===== src/rtl/conv_stream_feeder_pkg.sv =====
// Shared types and helpers for the convolution operand stream feeder.
package conv_feeder_pkg;

  typedef enum logic [1:0] {
    IDLE  = 2'd0,
    RUN   = 2'd1,
    DRAIN = 2'd2,
    DONE  = 2'd3
  } state_t;

  // Number of a/b pairs emitted by one full walk of the loop nest.
  function automatic longint unsigned total_pairs(input int unsigned fmh,
                                                  input int unsigned fmw,
                                                  input int unsigned ich,
                                                  input int unsigned och,
                                                  input int unsigned k);
    return longint'(fmh) * longint'(fmw) * longint'(och) * longint'(ich) *
           longint'(k) * longint'(k);
  endfunction

  // Width of a counter that must hold 0..n-1 (at least one bit).
  function automatic int unsigned cnt_width(input int unsigned n);
    return (n > 1) ? $clog2(n) : 1;
  endfunction

endpackage


===== src/rtl/conv_stream_feeder_fifo.sv =====
// Per-lane synchronous FIFO without fall-through: a pushed word shows at the
// head one edge later. The head reads as zero while the FIFO is empty.
module stream_fifo #(
  parameter int WIDTH = 16,
  parameter int DEPTH = 4
) (
  input  logic                     clk_i,
  input  logic                     rst_i,
  input  logic                     push_i,
  input  logic                     pop_i,
  input  logic [WIDTH-1:0]         din_i,
  output logic [WIDTH-1:0]         dout_o,
  output logic [$clog2(DEPTH):0]   count_o,
  output logic                     empty_o,
  output logic                     full_o
);

  localparam int PW = $clog2(DEPTH);

  logic [PW-1:0]    wr_ptr_q, wr_ptr_d;
  logic [PW-1:0]    rd_ptr_q, rd_ptr_d;
  logic [PW:0]      count_q, count_d;
  logic [WIDTH-1:0] mem_q [DEPTH];
  logic             do_pop;

  assign empty_o = (count_q == '0);
  assign full_o  = (count_q == (PW+1)'(DEPTH));
  assign count_o = count_q;
  assign dout_o  = empty_o ? '0 : mem_q[rd_ptr_q];

  // Pointer and occupancy next-state; pops on an empty FIFO are ignored.
  always_comb begin
    do_pop   = pop_i && !empty_o;
    wr_ptr_d = wr_ptr_q;
    rd_ptr_d = rd_ptr_q;
    count_d  = count_q;
    if (push_i) wr_ptr_d = wr_ptr_q + 1'b1;
    if (do_pop) rd_ptr_d = rd_ptr_q + 1'b1;
    case ({push_i, do_pop})
      2'b10:   count_d = count_q + 1'b1;
      2'b01:   count_d = count_q - 1'b1;
      default: count_d = count_q;
    endcase
  end

  // Pointer/occupancy registers; a push into a full FIFO is a design error.
  always_ff @(posedge clk_i) begin
    if (rst_i) begin
      wr_ptr_q <= '0;
      rd_ptr_q <= '0;
      count_q  <= '0;
    end else begin
      assert (!(push_i && full_o)) else $error("stream_fifo: push while full");
      wr_ptr_q <= wr_ptr_d;
      rd_ptr_q <= rd_ptr_d;
      count_q  <= count_d;
    end
  end

  // Storage array, written at the write pointer.
  always_ff @(posedge clk_i) begin
    if (push_i) mem_q[wr_ptr_q] <= din_i;
  end

endmodule


===== src/rtl/conv_stream_feeder.sv =====
// Walks the y/x/och/ich/ky/kx loop nest, reads activations and weights from
// 1-cycle-latency memories and streams them as a/b pairs with zero padding.
module conv_stream_feeder
  import conv_feeder_pkg::*;
#(
  parameter int IO_DATA_WIDTH      = 16,
  parameter int FEATURE_MAP_WIDTH  = 1024,
  parameter int FEATURE_MAP_HEIGHT = 1024,
  parameter int INPUT_NB_CHANNELS  = 64,
  parameter int OUTPUT_NB_CHANNELS = 64,
  parameter int KERNEL_SIZE        = 3,
  parameter int FIFO_DEPTH         = 4,
  localparam int ACT_AW = $clog2(FEATURE_MAP_HEIGHT*FEATURE_MAP_WIDTH*INPUT_NB_CHANNELS),
  localparam int WGT_AW = $clog2(OUTPUT_NB_CHANNELS*INPUT_NB_CHANNELS*KERNEL_SIZE*KERNEL_SIZE)
) (
  input  logic                     clk,
  input  logic                     rst_in,
  input  logic                     start,
  output logic                     running,
  output logic                     done,
  output logic [ACT_AW-1:0]        act_mem_read_addr,
  output logic                     act_mem_read_en,
  input  logic [IO_DATA_WIDTH-1:0] act_mem_qout,
  output logic [WGT_AW-1:0]        wgt_mem_read_addr,
  output logic                     wgt_mem_read_en,
  input  logic [IO_DATA_WIDTH-1:0] wgt_mem_qout,
  output logic [IO_DATA_WIDTH-1:0] a_input,
  output logic                     a_valid,
  input  logic                     a_ready,
  output logic [IO_DATA_WIDTH-1:0] b_input,
  output logic                     b_valid,
  input  logic                     b_ready
);

  localparam int PAD = KERNEL_SIZE / 2;
  localparam int YW  = cnt_width(FEATURE_MAP_HEIGHT);
  localparam int XW  = cnt_width(FEATURE_MAP_WIDTH);
  localparam int OW  = cnt_width(OUTPUT_NB_CHANNELS);
  localparam int IW  = cnt_width(INPUT_NB_CHANNELS);
  localparam int KW  = cnt_width(KERNEL_SIZE);
  localparam int CW  = $clog2(FIFO_DEPTH) + 1;

  state_t state_q;
  logic   running_q, done_q;

  logic [YW-1:0] y_q,   y_d;
  logic [XW-1:0] x_q,   x_d;
  logic [OW-1:0] och_q, och_d;
  logic [IW-1:0] ich_q, ich_d;
  logic [KW-1:0] ky_q,  ky_d;
  logic [KW-1:0] kx_q,  kx_d;

  logic inflight_q, pad_q;

  logic y_max, x_max, och_max, ich_max, ky_max, kx_max, last_pair;
  logic in_bounds, issue;
  int   iy, ix;

  logic [CW-1:0]            a_count, b_count;
  logic                     a_empty, b_empty, a_full, b_full;
  logic [IO_DATA_WIDTH-1:0] a_din;

  assign running = running_q;
  assign done    = done_q;

  // Issue decision and memory request decode from registered state only.
  always_comb begin
    y_max   = (y_q   == YW'(FEATURE_MAP_HEIGHT - 1));
    x_max   = (x_q   == XW'(FEATURE_MAP_WIDTH - 1));
    och_max = (och_q == OW'(OUTPUT_NB_CHANNELS - 1));
    ich_max = (ich_q == IW'(INPUT_NB_CHANNELS - 1));
    ky_max  = (ky_q  == KW'(KERNEL_SIZE - 1));
    kx_max  = (kx_q  == KW'(KERNEL_SIZE - 1));
    last_pair = y_max && x_max && och_max && ich_max && ky_max && kx_max;

    iy = int'(y_q) + int'(ky_q) - PAD;
    ix = int'(x_q) + int'(kx_q) - PAD;
    in_bounds = (iy >= 0) && (iy < FEATURE_MAP_HEIGHT) &&
                (ix >= 0) && (ix < FEATURE_MAP_WIDTH);

    issue = (state_q == RUN) &&
            ((int'(a_count) + int'(inflight_q)) < FIFO_DEPTH) &&
            ((int'(b_count) + int'(inflight_q)) < FIFO_DEPTH);

    act_mem_read_en   = issue && in_bounds;
    act_mem_read_addr = '0;
    if (act_mem_read_en)
      act_mem_read_addr = ACT_AW'((iy*FEATURE_MAP_WIDTH + ix)*INPUT_NB_CHANNELS + int'(ich_q));

    wgt_mem_read_en   = issue;
    wgt_mem_read_addr = '0;
    if (issue)
      wgt_mem_read_addr = WGT_AW'(((int'(och_q)*INPUT_NB_CHANNELS + int'(ich_q))*KERNEL_SIZE
                                   + int'(ky_q))*KERNEL_SIZE + int'(kx_q));
  end

  // Loop-nest counters advance on issue; the innermost wrap ripples outward.
  always_comb begin
    y_d = y_q; x_d = x_q; och_d = och_q; ich_d = ich_q; ky_d = ky_q; kx_d = kx_q;
    if (issue) begin
      if (!kx_max) kx_d = kx_q + 1'b1;
      else begin
        kx_d = '0;
        if (!ky_max) ky_d = ky_q + 1'b1;
        else begin
          ky_d = '0;
          if (!ich_max) ich_d = ich_q + 1'b1;
          else begin
            ich_d = '0;
            if (!och_max) och_d = och_q + 1'b1;
            else begin
              och_d = '0;
              if (!x_max) x_d = x_q + 1'b1;
              else begin
                x_d = '0;
                y_d = y_max ? '0 : y_q + 1'b1;
              end
            end
          end
        end
      end
    end
  end

  // Counter registers and the single in-flight slot (pad flag rides along).
  always_ff @(posedge clk) begin
    if (rst_in) begin
      y_q <= '0; x_q <= '0; och_q <= '0; ich_q <= '0; ky_q <= '0; kx_q <= '0;
      inflight_q <= 1'b0;
      pad_q      <= 1'b0;
    end else begin
      y_q <= y_d; x_q <= x_d; och_q <= och_d; ich_q <= ich_d; ky_q <= ky_d; kx_q <= kx_d;
      inflight_q <= issue;
      pad_q      <= issue && !in_bounds;
    end
  end

  // Control FSM with registered running/done outputs.
  always_ff @(posedge clk) begin
    if (rst_in) begin
      state_q   <= IDLE;
      running_q <= 1'b0;
      done_q    <= 1'b0;
    end else begin
      done_q <= 1'b0;
      case (state_q)
        IDLE: if (start) begin
          state_q   <= RUN;
          running_q <= 1'b1;
        end
        RUN: if (issue && last_pair) state_q <= DRAIN;
        DRAIN: if (a_empty && b_empty && !inflight_q) begin
          state_q   <= DONE;
          running_q <= 1'b0;
          done_q    <= 1'b1;
        end
        DONE: state_q <= IDLE;
        default: state_q <= IDLE;
      endcase
    end
  end

  assign a_din   = pad_q ? '0 : act_mem_qout;
  assign a_valid = !a_empty;
  assign b_valid = !b_empty;

  stream_fifo #(.WIDTH(IO_DATA_WIDTH), .DEPTH(FIFO_DEPTH)) u_fifo_a (
    .clk_i   (clk),
    .rst_i   (rst_in),
    .push_i  (inflight_q),
    .pop_i   (a_valid && a_ready),
    .din_i   (a_din),
    .dout_o  (a_input),
    .count_o (a_count),
    .empty_o (a_empty),
    .full_o  (a_full)
  );

  stream_fifo #(.WIDTH(IO_DATA_WIDTH), .DEPTH(FIFO_DEPTH)) u_fifo_b (
    .clk_i   (clk),
    .rst_i   (rst_in),
    .push_i  (inflight_q),
    .pop_i   (b_valid && b_ready),
    .din_i   (wgt_mem_qout),
    .dout_o  (b_input),
    .count_o (b_count),
    .empty_o (b_empty),
    .full_o  (b_full)
  );

  logic unused_full;
  assign unused_full = a_full ^ b_full;

endmodule


===== config.mk =====
export PLATFORM = sky130hd
export DESIGN_NAME = conv_stream_feeder
export DESIGN_NICKNAME = d
export VERILOG_FILES = /design/src/rtl/conv_stream_feeder_pkg.sv /design/src/rtl/conv_stream_feeder_fifo.sv /design/src/rtl/conv_stream_feeder.sv
export SDC_FILE = /design/constraint.sdc
export NUM_CORES = 1
export LEC_CHECK = 0
export ABC_AREA = 1
export CAP_MARGIN = 20
export CORE_ASPECT_RATIO = 1.75
export CORE_UTILIZATION = 50
export DETAILED_ROUTE_END_ITERATION = 8
export GPL_ROUTABILITY_DRIVEN = 0
export MAX_ROUTING_LAYER = met4
export PLACE_DENSITY = 0.71
export SLEW_MARGIN = 20
export SYNTH_ARGS = -nofsm -noshare
export SYNTH_HDL_FRONTEND = slang
export SYNTH_HIERARCHICAL = 1
export SYNTH_SLANG_ARGS = --single-unit

===== constraint.sdc =====
create_clock -name clk -period 6.4 [get_ports clk]
set_clock_uncertainty 0.1 [all_clocks]
set_input_delay 0.64 -clock clk [delete_from_list [all_inputs] [get_ports clk]]
set_output_delay 0.64 -clock clk [all_outputs]
set_load 0.02 [all_outputs]

==> flow_summary_export.csv, run 1 <==
group,metric,value,unit
global_routing,grt_use_met1,21.6,%
synth,synthesis.nets,1578,
global_routing,globalRouteOverflowTotal,0,
detailed_routing,avgViaCountPerCell,5.17,
clock_network,clock_insertion_delay_worst_skew,0.45,ns
clock_network,cts_tree,"done",
power,power.combinational.fraction,31.7,%
synth,synthesis.yosys.warnings,6,
detailed_routing,post_drt_wl_per_cell,13.9,um
clock_network,cts_repair_resize_count,0,
setup_path,crit_path_cell_trace,"inv_1 -> fa_1 -> inv_1 -> ha_1 -> inv_1 -> fa_1 -> o21ai_1 -> nand3_1 -> a21oi_1 -> o21ai_0 -> nand2_1 -> inv_1 -> ha_1 -> ha_1 -> nand2_1 -> inv_1 -> nand3_1 -> nor3_1 -> nand2_1 -> nand3_1 -> nand2_1 -> nor2_1 -> clkdlybuf4s50_1",
global_routing,grt_use_total,22.4,%
global_routing,grt_pass1_vias,9346,
hold_path,hold_crit_path_type,"reg2reg",
layout,area.growth.synth_to_final,15.9,%
power,p_clk_share,28.8,%
status,result_of_the_run,"complete, but fails checks",
floorplanning,design.die.area,24300,um2
timing,timing.slew.headroom,44.8,%
setup_path,worst-setup-path-type,"reg2out",
setup_path,critical_path.reg2reg.startpoint,"state_q[1]$_SDFFE_PP0P_",
global_routing,met3_usage,3.19,%
setup_path,crit_start,"ich_q[0]$_SDFFE_PP0P_",
timing,tightest_slew,0.827,ns
clock_network,ctsHtreeMaxLevel,4,
setup_path,crit_path_slowest_cell,"sky130_fd_sc_hd__clkdlybuf4s50_1",
synth,synth_area,11800,um2
power,power.share.sequential,39.6,%
timing,achievable-frequency,170,MHz
detailed_routing,drt-pass1-iter-count,7,
global_routing,top_usage_layer,"met2",
timing,maxSlewViolCount,0,
setup_path,critical_path.max_stage_delay,0.60,ns
clock_network,cts_inserted_buffers,17,
floorplanning,core,23200,um2
clock_network,path_clk_slew,0.08,ns
clock_network,number_of_buffers_inserted_by_post_cts_setup_repair,0,
power,vdd_ir_drop_max,0.201,mV
detailed_routing,route.antenna.remaining_nets,0,
clock_network,cts_hold_buffers,0,
setup_path,startpoint_type,"flop",
status,violated_checks,"DRC",
global_routing,first_pass_grt_wire_length,41.9,mm
timing,post-route-min-period,5.88,ns
power,static-leakage-power,0.00607,uW
layout,num-fill-cells,2056,
clock_network,clk_root_buffer_cell,"sky130_fd_sc_hd__clkbuf_16",
floorplanning,ioPinCount,117,
setup_path,worst-endpoint-arrival,5.14,ns
detailed_routing,route.vias.total,9526,
setup_path,timing.reg2reg.setup_slack,3.67,ns
setup_path,crit_path_max_fanout,5,
detailed_routing,drt_first_iter_violations,503,
timing,post-route-period-util,91.8,%
placed_design,buffer_ports.inserted,116,
setup_path,critical-path-top-cell-by-count,"sky130_fd_sc_hd__inv_1",
floorplanning,floorplan.initialDensity,50.9,%
setup_path,regToRegEndpoint,"ich_q[5]$_SDFFE_PP0P_",
layout,number_of_inserted_diodes,0,
floorplanning,die_x,118,um
timing,worst_hold_slack,0.378,ns
detailed_routing,finalWirelength,25.7,mm
flow_run,max_cap_viol_count,0,
clock_network,bufs_on_longest_clock_path,2,
floorplanning,chipHeight,205,um
layout,layout-drive-gt1-share,5.20,%
power,switching_share,34.8,%
synth,syn_inst,1418,
setup_path,sort_of_element_at_the_end_of_the_critical_path,"primary output",
power,netSwitchingPower,1280,uW
placed_design,place_hpwl,18.7,mm
timing,timing.setup.tns,0,ns
global_routing,grt_max_degree,34,
clock_network,clock_sink_count,188,
timing,unrepaired_setup_endpoints_after_global_routing,"false",
global_routing,antenna_found_initial,0,
power,internal-power,2390,uW
timing,setup_viol,0,
setup_path,worst-endpoint-required,5.66,ns
global_routing,grt_util_met2,43.3,%
detailed_routing,post-route-drc-count,1,
power,p_per_area,268,nW/um2
setup_path,worst-r2r-cell-count,11,
layout,final_net_count,1686,
floorplanning,placementRows,74,
setup_path,endpoint,"wgt_mem_read_addr[14]",
synth,postSynthAreaPerCell,8.33,um2
timing,finalHoldViolCount,0,
cell usage in the layout, fill, tap and decap left out, types with 17 or more instances in the layout:
master and n:
sky130_fd_sc_hd__a21oi_1 112, sky130_fd_sc_hd__clkdlybuf4s50_1 116, sky130_fd_sc_hd__o21ai_0 49, sky130_fd_sc_hd__ha_1 114, sky130_fd_sc_hd__edfxtp_1 128, sky130_fd_sc_hd__xor2_1 23, sky130_fd_sc_hd__nor2_1 254, sky130_fd_sc_hd__dfxtp_1 60
sky130_fd_sc_hd__inv_1 190, sky130_fd_sc_hd__nand3_1 67, sky130_fd_sc_hd__clkbuf_16 17, sky130_fd_sc_hd__o21ai_1 61, sky130_fd_sc_hd__nand2_1 214
critical path, delay by kind of cell, from the launching register on:
family / cells / cell delay, ns
AO/OA/AOI/OAI: 3 / 0.60
flip-flops: 1 / 0.41
adder cells (fa/ha/maj): 5 / 1.73
AND/OR/NAND/NOR: 9 / 0.94
buffers and inverters: 6 / 1.00
registers in the layout, indices dropped and copies added, names as in the netlist, named ones only:
| name | cells |
|---|---|
| done | 1 |
| ich_q | 6 |
| inflight_q | 1 |
| kx_q | 2 |
| ky_q | 2 |
| och_q | 6 |
| pad_q | 1 |
| running | 1 |
| state_q | 2 |
| u_fifo_a/count_o | 3 |
| u_fifo_a/mem_q | 64 |
| u_fifo_a/rd_ptr_q | 2 |
| u_fifo_a/wr_ptr_q | 2 |
| u_fifo_b/count_o | 3 |
| u_fifo_b/mem_q | 64 |
| u_fifo_b/rd_ptr_q | 2 |
| u_fifo_b/wr_ptr_q | 2 |
| x_q | 10 |
| y_q | 10 |
how the worst min path moves through the flow:
stage                                      startpoint                    to  slack [ns]  cells past startpoint
detailed placement               running$_SDFFE_PP0P_  running$_SDFFE_PP0P_        0.36                      1
CTS                              running$_SDFFE_PP0P_  running$_SDFFE_PP0P_        0.38                      1
finish                           running$_SDFFE_PP0P_  running$_SDFFE_PP0P_        0.38                      1
floorplan           u_fifo_a/rd_ptr_q[1]$_SDFFE_PP0P_                  flop        0.36                      2
global placement                 running$_SDFFE_PP0P_  running$_SDFFE_PP0P_        0.36                      1
global route                     running$_SDFFE_PP0P_  running$_SDFFE_PP0P_        0.39                      1
cell type report:
cell class,instances,area (um2),share of cell area [%]
Clock buffer,17,425,3.11
Clock inverter,15,170,1.24
Inverter,200,761,5.56
Multi-Input combinational cell,1000,5730,41.8
Sequential cell,188,5040,36.8
Tap cell,304,380,2.78
Timing Repair Buffer,119,1180,8.64
metal layers:
layer | vias up | wire [um]
met3 | 54 | 839
met1 | 4403 | 9890
met5 | - | 0
li1 | 4870 | -
met4 | 0 | 869
met2 | 199 | 14100
power groups by stage:
stage / combinational, uW / clock (uW) / sequential (uW)
global route: 1300 / 1120 / 1460
global placement: 1150 / 0 / 1480
finish: 1160 / 1050 / 1450
detailed placement: 1160 / 0 / 1480
floorplan: 798 / 0 / 1470
CTS: 1170 / 1070 / 1450
stage by stage:
step                      instances  setup slack (ns)  power (uW)  instance area (um2)  utilization (%)
after global routing           1843            0.0664        3880                13700             58.9
after CTS                      1843             0.523        3700                13700             58.9
after detailed placement       1811              1.02        2640                13100             56.4
final                          1843             0.523        3670                13700             58.9
after global placement         1811              1.15        2620                13100             56.4
after floorplan                1418              1.87        2260                11800                -
(Power assumes the default switching activity.)
==> inputs of run 2 (changes only) <==
--- a/config.mk
+++ b/config.mk
@@ -6,7 +6,6 @@
 export NUM_CORES = 1
 export LEC_CHECK = 0
 export ABC_AREA = 1
-export CAP_MARGIN = 20
 export CORE_ASPECT_RATIO = 1.75
 export CORE_UTILIZATION = 50
 export DETAILED_ROUTE_END_ITERATION = 8
==> results of run 2 <==
The final DEF is identical to that of run 1; final timing and power are the same.
